[src/rtl/noise_channel_ctrl.sv]
// APU channel 4 (noise) sequencer: NR41/NR42/NR44 state, length counter,
// volume envelope and 15/7-bit LFSR, producing the channel's 4-bit sample.
module noise_channel_ctrl (
  input  logic       clk,
  input  logic       reset,
  input  logic       cpu_en,
  input  logic       slow_clk_en,
  input  logic       apu_on,
  input  logic       reg_write,
  input  logic [1:0] reg_addr,
  input  logic [7:0] reg_wdata,
  input  logic       lfsr_narrow,
  input  logic       next_step,
  input  logic       len_tick,
  input  logic       env_tick,
  output logic [3:0] sample,
  output logic       active,
  output logic [7:0] nr42_q,
  output logic       len_en_q
);

  logic        active_q, active_d;
  logic [7:0]  nr42_d;
  logic        len_en_d;
  logic [6:0]  len_cnt_q, len_cnt_d;
  logic [3:0]  volume_q, volume_d;
  logic [2:0]  env_timer_q, env_timer_d;
  logic        env_done_q, env_done_d;
  logic [14:0] lfsr_q, lfsr_d;

  logic        wr_en;
  logic        wr_nr41;
  logic        wr_nr42;
  logic        wr_nr44;
  logic        trigger;
  logic        dac_on;
  logic [2:0]  env_period;
  logic        lfsr_x;

  assign wr_en      = cpu_en & reg_write;
  assign wr_nr41    = wr_en && (reg_addr == 2'd0);
  assign wr_nr42    = wr_en && (reg_addr == 2'd1);
  assign wr_nr44    = wr_en && (reg_addr == 2'd3);
  assign trigger    = wr_nr44 & reg_wdata[7];
  assign dac_on     = |nr42_q[7:3];
  assign env_period = nr42_q[2:0];
  assign lfsr_x     = lfsr_q[0] ^ lfsr_q[1];

  always_comb begin
    active_d    = active_q;
    nr42_d      = nr42_q;
    len_en_d    = len_en_q;
    len_cnt_d   = len_cnt_q;
    volume_d    = volume_q;
    env_timer_d = env_timer_q;
    env_done_d  = env_done_q;
    lfsr_d      = lfsr_q;

    if (wr_nr44) begin
      len_en_d = reg_wdata[6];
    end

    // Length: an NR41 write or a trigger reload both pre-empt a coincident tick.
    if (wr_nr41) begin
      len_cnt_d = 7'd64 - {1'b0, reg_wdata[5:0]};
    end else if (trigger) begin
      if (len_cnt_q == 7'd0) begin
        len_cnt_d = 7'd64;
      end
    end else if (len_tick && len_en_q && (len_cnt_q != 7'd0)) begin
      len_cnt_d = len_cnt_q - 7'd1;
      if (len_cnt_q == 7'd1) begin
        active_d = 1'b0;
      end
    end

    // Envelope: trigger reload uses the NR42 value held before this edge.
    if (trigger) begin
      volume_d    = nr42_q[7:4];
      env_timer_d = env_period;
      env_done_d  = 1'b0;
    end else if (env_tick && (env_period != 3'd0) && !env_done_q) begin
      if (env_timer_q > 3'd1) begin
        env_timer_d = env_timer_q - 3'd1;
      end else begin
        env_timer_d = env_period;
        if (nr42_q[3]) begin
          if (volume_q == 4'd15) env_done_d = 1'b1;
          else                   volume_d   = volume_q + 4'd1;
        end else begin
          if (volume_q == 4'd0)  env_done_d = 1'b1;
          else                   volume_d   = volume_q - 4'd1;
        end
      end
    end

    if (trigger) begin
      lfsr_d = 15'h7FFF;
    end else if (slow_clk_en && next_step) begin
      lfsr_d = {lfsr_x, lfsr_q[14:1]};
      if (lfsr_narrow) begin
        lfsr_d[6] = lfsr_x;
      end
    end

    if (wr_nr42) begin
      nr42_d = reg_wdata;
      if (reg_wdata[7:3] == 5'd0) begin
        active_d = 1'b0;
      end
    end

    if (trigger) begin
      active_d = dac_on;
    end
  end

  always_ff @(posedge clk) begin
    if (reset || !apu_on) begin
      active_q    <= 1'b0;
      nr42_q      <= 8'd0;
      len_en_q    <= 1'b0;
      len_cnt_q   <= 7'd0;
      volume_q    <= 4'd0;
      env_timer_q <= 3'd0;
      env_done_q  <= 1'b0;
      lfsr_q      <= 15'd0;
    end else begin
      active_q    <= active_d;
      nr42_q      <= nr42_d;
      len_en_q    <= len_en_d;
      len_cnt_q   <= len_cnt_d;
      volume_q    <= volume_d;
      env_timer_q <= env_timer_d;
      env_done_q  <= env_done_d;
      lfsr_q      <= lfsr_d;
    end
  end

  assign active = active_q;
  assign sample = (active_q & dac_on & ~lfsr_q[0]) ? volume_q : 4'd0;

endmodule

[config.mk]
export PLATFORM = sky130hd
export DESIGN_NAME = noise_channel_ctrl
export DESIGN_NICKNAME = d
export VERILOG_FILES = /design/src/rtl/noise_channel_ctrl.sv
export SDC_FILE = /design/constraint.sdc
export NUM_CORES = 1
export LEC_CHECK = 0
export CAP_MARGIN = 20
export CORE_UTILIZATION = 53
export DETAILED_ROUTE_END_ITERATION = 8
export GPL_TIMING_DRIVEN = 0
export HOLD_SLACK_MARGIN = 0.05
export PLACE_DENSITY = 0.82
export SLEW_MARGIN = 30
export SYNTH_ARGS = -nofsm -noshare
export SYNTH_HDL_FRONTEND = slang
export SYNTH_SLANG_ARGS = --single-unit
[constraint.sdc]
create_clock -name clk -period 2.05 [get_ports clk]
set_clock_uncertainty 0.2 [all_clocks]
set_input_delay 0.41 -clock clk [delete_from_list [all_inputs] [get_ports clk]]
set_output_delay 0.41 -clock clk [all_outputs]
set_load 0.02 [all_outputs]
==> results.json, run 1 <==
{
  "instances_no_fill": 362,
  "setup_viol": 4,
  "r2r_start": "len_cnt_q[2]",
  "grt_util_all_layers": 0.256,
  "layout_common_cells": "52 x nand2_1, 36 x dfxtp_1, 25 x clkdlybuf4s50_1",
  "antenna_found_initial": 0,
  "hold_buffers": 0,
  "detail_route.iter0.violations": 106,
  "p_int_w": 0.00128,
  "synth_edf_count": 0,
  "slew_violations": 0,
  "place_inst": 347,
  "fmax_ghz": 0.448,
  "fillers": 272,
  "clock-root-buffer": "clkbuf_8",
  "overflow": 0,
  "rsz0062_at_grt": "true",
  "worstRegToRegCells": 5,
  "ant_nets": 0,
  "die_width_um": 66,
  "synth_ff_type": "dfxtp_1",
  "rows": 22,
  "ys_types": 51,
  "clock_sinks": 40,
  "power.switching_w": 0.000391,
  "p_leak_nw": 1.03,
  "power.density_mw_per_mm2": 582,
  "vias": 2106,
  "post-dp-hpwl_um": 3670,
  "crit_path_end_kind": "primary output",
  "synth-seq-area-share": 0.369,
  "drv_cap": 0,
  "nets": 342,
  "tightest_slew_ns": 0.498,
  "timing.final.crit_period_ns": 2.23,
  "grt_pass1_vias": 1918,
  "route.detailed.drc": 0,
  "hold_depth": 2,
  "ir_worst_vdd_mv": 0.439,
  "drive_above_1_share": 0.175,
  "avgViaCountPerCell": 5.82,
  "clk_pin_slew_ns": 0.08,
  "start_kind": "flip-flop",
  "crit_type": "flip-flop to primary output",
  "timing.rr.end": "len_cnt_q[4]",
  "hold_path_end": "lfsr_q[12]",
  "diodes": 0,
  "firstDrtPassIters": 4,
  "clock_latency_ns": 0.29,
  "fp.dieH_um": 66,
  "violations": "negative setup slack",
  "hp-class": "flip-flop to flip-flop",
  "hold_violations": 0,
  "grt_max_degree": 14,
  "critPathArrivalTime_ns": 1.62,
  "place_ws_ns": -0.542,
  "core_sq_mm": 0.00380,
  "place_congestion": 0.873,
  "ys_ff_latch": 40,
  "synth_area_sq_mm": 0.00217,
  "status": "finished with violations",
  "mostFrequentLayoutCell": "nand2_1",
  "cts_buffers": 5,
  "crit_required_ns": 1.44,
  "critPathMaxFanout": 4,
  "relSlewSlack": 0.667,
  "setup_ws_ns": -0.183,
  "synthArstFlopShare": 0,
  "avgSynthCellArea_sq_um": 8.16,
  "cts_tree": "built",
  "grt_pass1_wl_um": 8590,
  "htree_levels": 2,
  "die-area_sq_mm": 0.00436,
  "routed_wl_um": 5490,
  "synth_nets": 295,
  "clockBufferDepth": 2,
  "fin_crit_sh": 1.09,
  "area_delta_synth_final_pct": 32.2,
  "initial_core_util": 0.571,
  "synth_cells": 266,
  "p_total_w": 0.00167,
  "clock_power_share": 0.402,
  "p_seq_frac": 0.476,
  "yosys_warnings": 0,
  "switching_share": 0.235,
  "avgRoutedWirePerCell_um": 15.2,
  "r2r_setup_slack_ns": 0.06,
  "io_buffers": 33,
  "ios": 34,
  "combPwrFrac": 0.122,
  "holdCritStartpoint": "lfsr_q[12]"
}
==> worst max-delay path, cell delays in order, from the launching register on <==
cell	delay (ns)
dfxtp_2	0.32
or4_4	0.55
nor2_4	0.10
nor3b_2	0.07
and2_1	0.18
buf_6	0.13
==> worst max-delay path by stage <==
stage,startpoint,end,depth (start not counted)
after floorplan,nr42_q[3],volume_q[3],7
after global placement,reg_write,len_cnt_q[4],8
after global routing,nr42_q[3],sample[2],5
final,nr42_q[3],sample[2],5
after detailed placement,reg_write,len_cnt_q[3],8
after CTS,nr42_q[3],sample[1],5
==> area by class of cell <==
class                      instances  area (sq um)  share of cell area
sequential                        40           806               0.281
inverter                           9          37.5              0.0131
clock buffer                       6          82.6              0.0288
buffer                            12          58.8              0.0205
timing repair buffer              41           399               0.139
multi-input combinational        204          1390               0.483
clock inverter                     2          38.8              0.0135
tap                               48          60.1              0.0209
==> cell families after synthesis <==
logic type | count (synthesis) | synth area share
buffers and inverters | 22 | 0.0421
flip-flops | 40 | 0.369
AO/OA/AOI/OAI | 73 | 0.223
adder cells (fa/ha/maj) | 9 | 0.0553
AND/OR/NAND/NOR | 107 | 0.247
multiplexers | 4 | 0.0190
XOR/XNOR | 11 | 0.0444
==> cell usage after synthesis, drive strengths merged (3+ instances only) <==
master / number / area (sq um)
nor3b: 3 / 27.5
mux2i: 3 / 30.0
nor3: 3 / 15.0
a21oi: 26 / 130
buf: 3 / 20.0
xor2: 5 / 43.8
a22oi: 5 / 37.5
nor2: 15 / 63.8
clkbuf: 10 / 37.5
a31oi: 14 / 87.6
nand2b: 4 / 25.0
a211oi: 6 / 70.1
o21ai: 11 / 55.1
ha: 8 / 100
and2: 6 / 37.5
nand2: 53 / 199
nand3: 4 / 20.0
inv: 9 / 33.8
xnor2: 6 / 52.6
dfxtp: 40 / 801
or4: 3 / 26.3
==> state kept, by name, summed over array words and instances, names as in the netlist <==
name,cells
lfsr_q,15
nr42_q,8
len_cnt_q,7
volume_q,4
env_timer_q,3
active,1
env_done_q,1
len_en_q,1
==> power groups by stage <==
stage | combinational, W | sequential [W] | clock, W
6_report | 0.000204 | 0.000794 | 0.000671
2_1_floorplan | 0.000104 | 0.000811 | 0
5_1_grt | 0.000219 | 0.000796 | 0.000710
4_1_cts | 0.000189 | 0.000793 | 0.000680
3_5_place_dp | 0.000180 | 0.000812 | 0
3_3_place_gp | 0.000177 | 0.000811 | 0
==> repair_timing <==
item,in CTS,in global routing
endpoints found under the setup margin,12,30
setup buffers,5,2
gates cloned,1,0
gates resized for setup,36,21
pin swaps,4,7
==> per-layer routing <==
layer	vias to the layer above	global-route usage	share of wire
li1	1039	-	-
met1	998	0.316	0.43
met2	65	0.452	0.52
met3	4	0.0500	0.047
met4	0	0.0665	0.0077
met5	-	0	0
==> through the flow <==
stage | area, sq um | TNS [ns] | utilization | hold slack, ns
after global routing | 2870 | -0.930 | 0.755 | 0.306
after floorplan | 2170 | 0 | - | 0.254
after detailed placement | 2560 | -11.88 | 0.674 | 0.273
after CTS | 2770 | -0.744 | 0.728 | 0.284
after global placement | 2560 | -10.78 | 0.674 | 0.263
final | 2870 | -0.683 | 0.755 | 0.278
Note: power is estimated with default switching activity, not from simulation.
==> inputs of run 2 (changes only) <==
- clock period: 2.05 -> 2.55 ns (I/O delays scaled with it)
==> results.json, run 2 (synthesis results as in run 1) <==
{
  "status": "completed",
  "top_register": "lfsr_q",
  "hold_depth": 2,
  "vias": 2025,
  "switching_share": 0.230,
  "fillers": 318,
  "hp-class": "flip-flop to flip-flop",
  "cts_tree": "built",
  "timing.hold.ws_ns": 0.279,
  "instances_no_fill": 356,
  "p_int_w": 0.00102,
  "r2r_setup_slack_ns": 0.51,
  "timing.rr.end": "len_cnt_q[4]",
  "io_buffers": 33,
  "crit_required_ns": 1.84,
  "holdCritStartpoint": "lfsr_q[12]",
  "avgRoutedWirePerCell_um": 13.8,
  "route.detailed.drc": 0,
  "hold_violations": 0,
  "avgViaCountPerCell": 5.69,
  "fp.dieH_um": 66,
  "crit_path_end_kind": "primary output",
  "largestRegisters": "lfsr_q: 15 flops, nr42_q: 8 flops, len_cnt_q: 7 flops",
  "grt_pass1_wl_um": 8220,
  "ios": 34,
  "tightest_slew_ns": 0.601,
  "clockBufferDepth": 2,
  "crit_start": "nr42_q[3]",
  "critPathMaxStageDelay_ns": 0.55,
  "cts_buffers": 5,
  "setup_viol": 0,
  "hold_buffers": 0,
  "initial_core_util": 0.571,
  "r2r_start": "len_cnt_q[2]",
  "drive_above_1_share": 0.0812,
  "diodes": 0,
  "firstDrtPassIters": 4,
  "die-area_sq_mm": 0.00436,
  "clk_pin_slew_ns": 0.08,
  "layout_common_cells": "53 x nand2_1, 40 x dfxtp_1, 29 x clkdlybuf4s50_1",
  "tns_ns": 0,
  "htree_levels": 2,
  "crit_type": "flip-flop to primary output",
  "rows": 22,
  "fmax_ghz": 0.400,
  "slew_violations": 0,
  "p_leak_nw": 0.930,
  "clock_power_share": 0.407,
  "place_inst": 347,
  "slowest_stage": "or4_1",
  "post-dp-hpwl_um": 3670,
  "die_width_um": 66,
  "grt_max_degree": 14,
  "area_delta_synth_final_pct": 23.3,
  "hold_path_end": "lfsr_q[12]",
  "clock_latency_ns": 0.29,
  "relSlewSlack": 0.599,
  "ir_worst_vdd_mv": 0.359,
  "p_total_w": 0.00132,
  "core_sq_mm": 0.00380,
  "grt_util_all_layers": 0.244,
  "overflow": 0,
  "worstPathCellList": "or4_1 > nor2_1 > nor3b_1 > and2_1 > clkdlybuf4s15_1",
  "mostFrequentLayoutCell": "nand2_1",
  "fin_crit_sh": 0.980,
  "rsz0062_at_grt": "false",
  "multi_input_area_sq_mm": 0.00128,
  "grt_pass1_vias": 1859,
  "start_kind": "flip-flop",
  "power.density_mw_per_mm2": 495,
  "ant_nets": 0,
  "critPathMaxFanout": 4,
  "worstRegToRegCells": 6,
  "largest_register_ffs": 15,
  "drv_cap": 0,
  "antenna_found_initial": 0,
  "timing.final.crit_period_ns": 2.50,
  "place_congestion": 0.873,
  "detail_route.iter0.violations": 107,
  "clock-root-buffer": "clkbuf_8",
  "power.switching_w": 0.000304,
  "clock_sinks": 40,
  "regArea_sq_um": 801,
  "combPwrFrac": 0.112,
  "setup_ws_ns": 0.0500,
  "p_seq_frac": 0.482,
  "routed_wl_um": 4920,
  "critPathArrivalTime_ns": 1.79,
  "nets": 336,
  "place_ws_ns": -0.142
}
run 2: layer usage:
| layer | global-route usage | vias to the layer above | routed length [um] |
|---|---|---|---|
| li1 | - | 1032 | - |
| met1 | 0.308 | 938 | 2230 |
| met2 | 0.425 | 53 | 2430 |
| met3 | 0.0483 | 2 | 237 |
| met4 | 0.0585 | 0 | 21 |
| met5 | 0 | - | 0 |
run 2: repair_timing:
| item | 4_1_cts | 5_1_grt |
|---|---|---|
| cloned | 0 | 0 |
| resized for setup | 4 | 8 |
| setup endpoints to repair | 4 | 5 |
| setup buffers | 0 | 1 |
| pin swaps | 0 | 1 |
run 2: how the worst max path moves through the flow:
stage	endpoint	slack (ns)	cells after the start
after floorplan	sample[0]	0.55	4
after global placement	len_cnt_q[4]	-0.11	8
after detailed placement	len_cnt_q[3]	-0.14	8
after CTS	sample[1]	0.01	5
after global routing	sample[2]	0.005	5
final	sample[2]	0.05	5
run 2: worst max-delay path: cells and delay by family, from the launching register on:
| family | cells | cell delay [ns] |
|---|---|---|
| and+or+nand+nor | 4 | 0.89 |
| DFF | 1 | 0.34 |
| buffers and inverters | 1 | 0.27 |
run 2: final cells by class:
cell class | instances | area share
Sequential cell | 40 | 0.299
Tap cell | 48 | 0.0224
Inverter | 9 | 0.0126
Buffer | 13 | 0.0224
Clock buffer | 6 | 0.0308
Multi-Input combinational cell | 204 | 0.478
Clock inverter | 2 | 0.0145
Timing Repair Buffer | 34 | 0.121
run 2: power groups by stage:
stage          registers (W)  clock network (W)  logic [W]
2_1_floorplan       0.000652                  0  0.0000839
3_3_place_gp        0.000652                  0   0.000142
3_5_place_dp        0.000653                  0   0.000145
4_1_cts             0.000638           0.000547   0.000146
5_1_grt             0.000639           0.000571   0.000161
6_report            0.000638           0.000539   0.000148
run 2: metrics by stage:
step	instance area, sq um	utilization
final	2680	0.705
after global routing	2680	0.705
after floorplan	2170	-
after detailed placement	2560	0.674
after global placement	2560	0.674
after CTS	2680	0.705
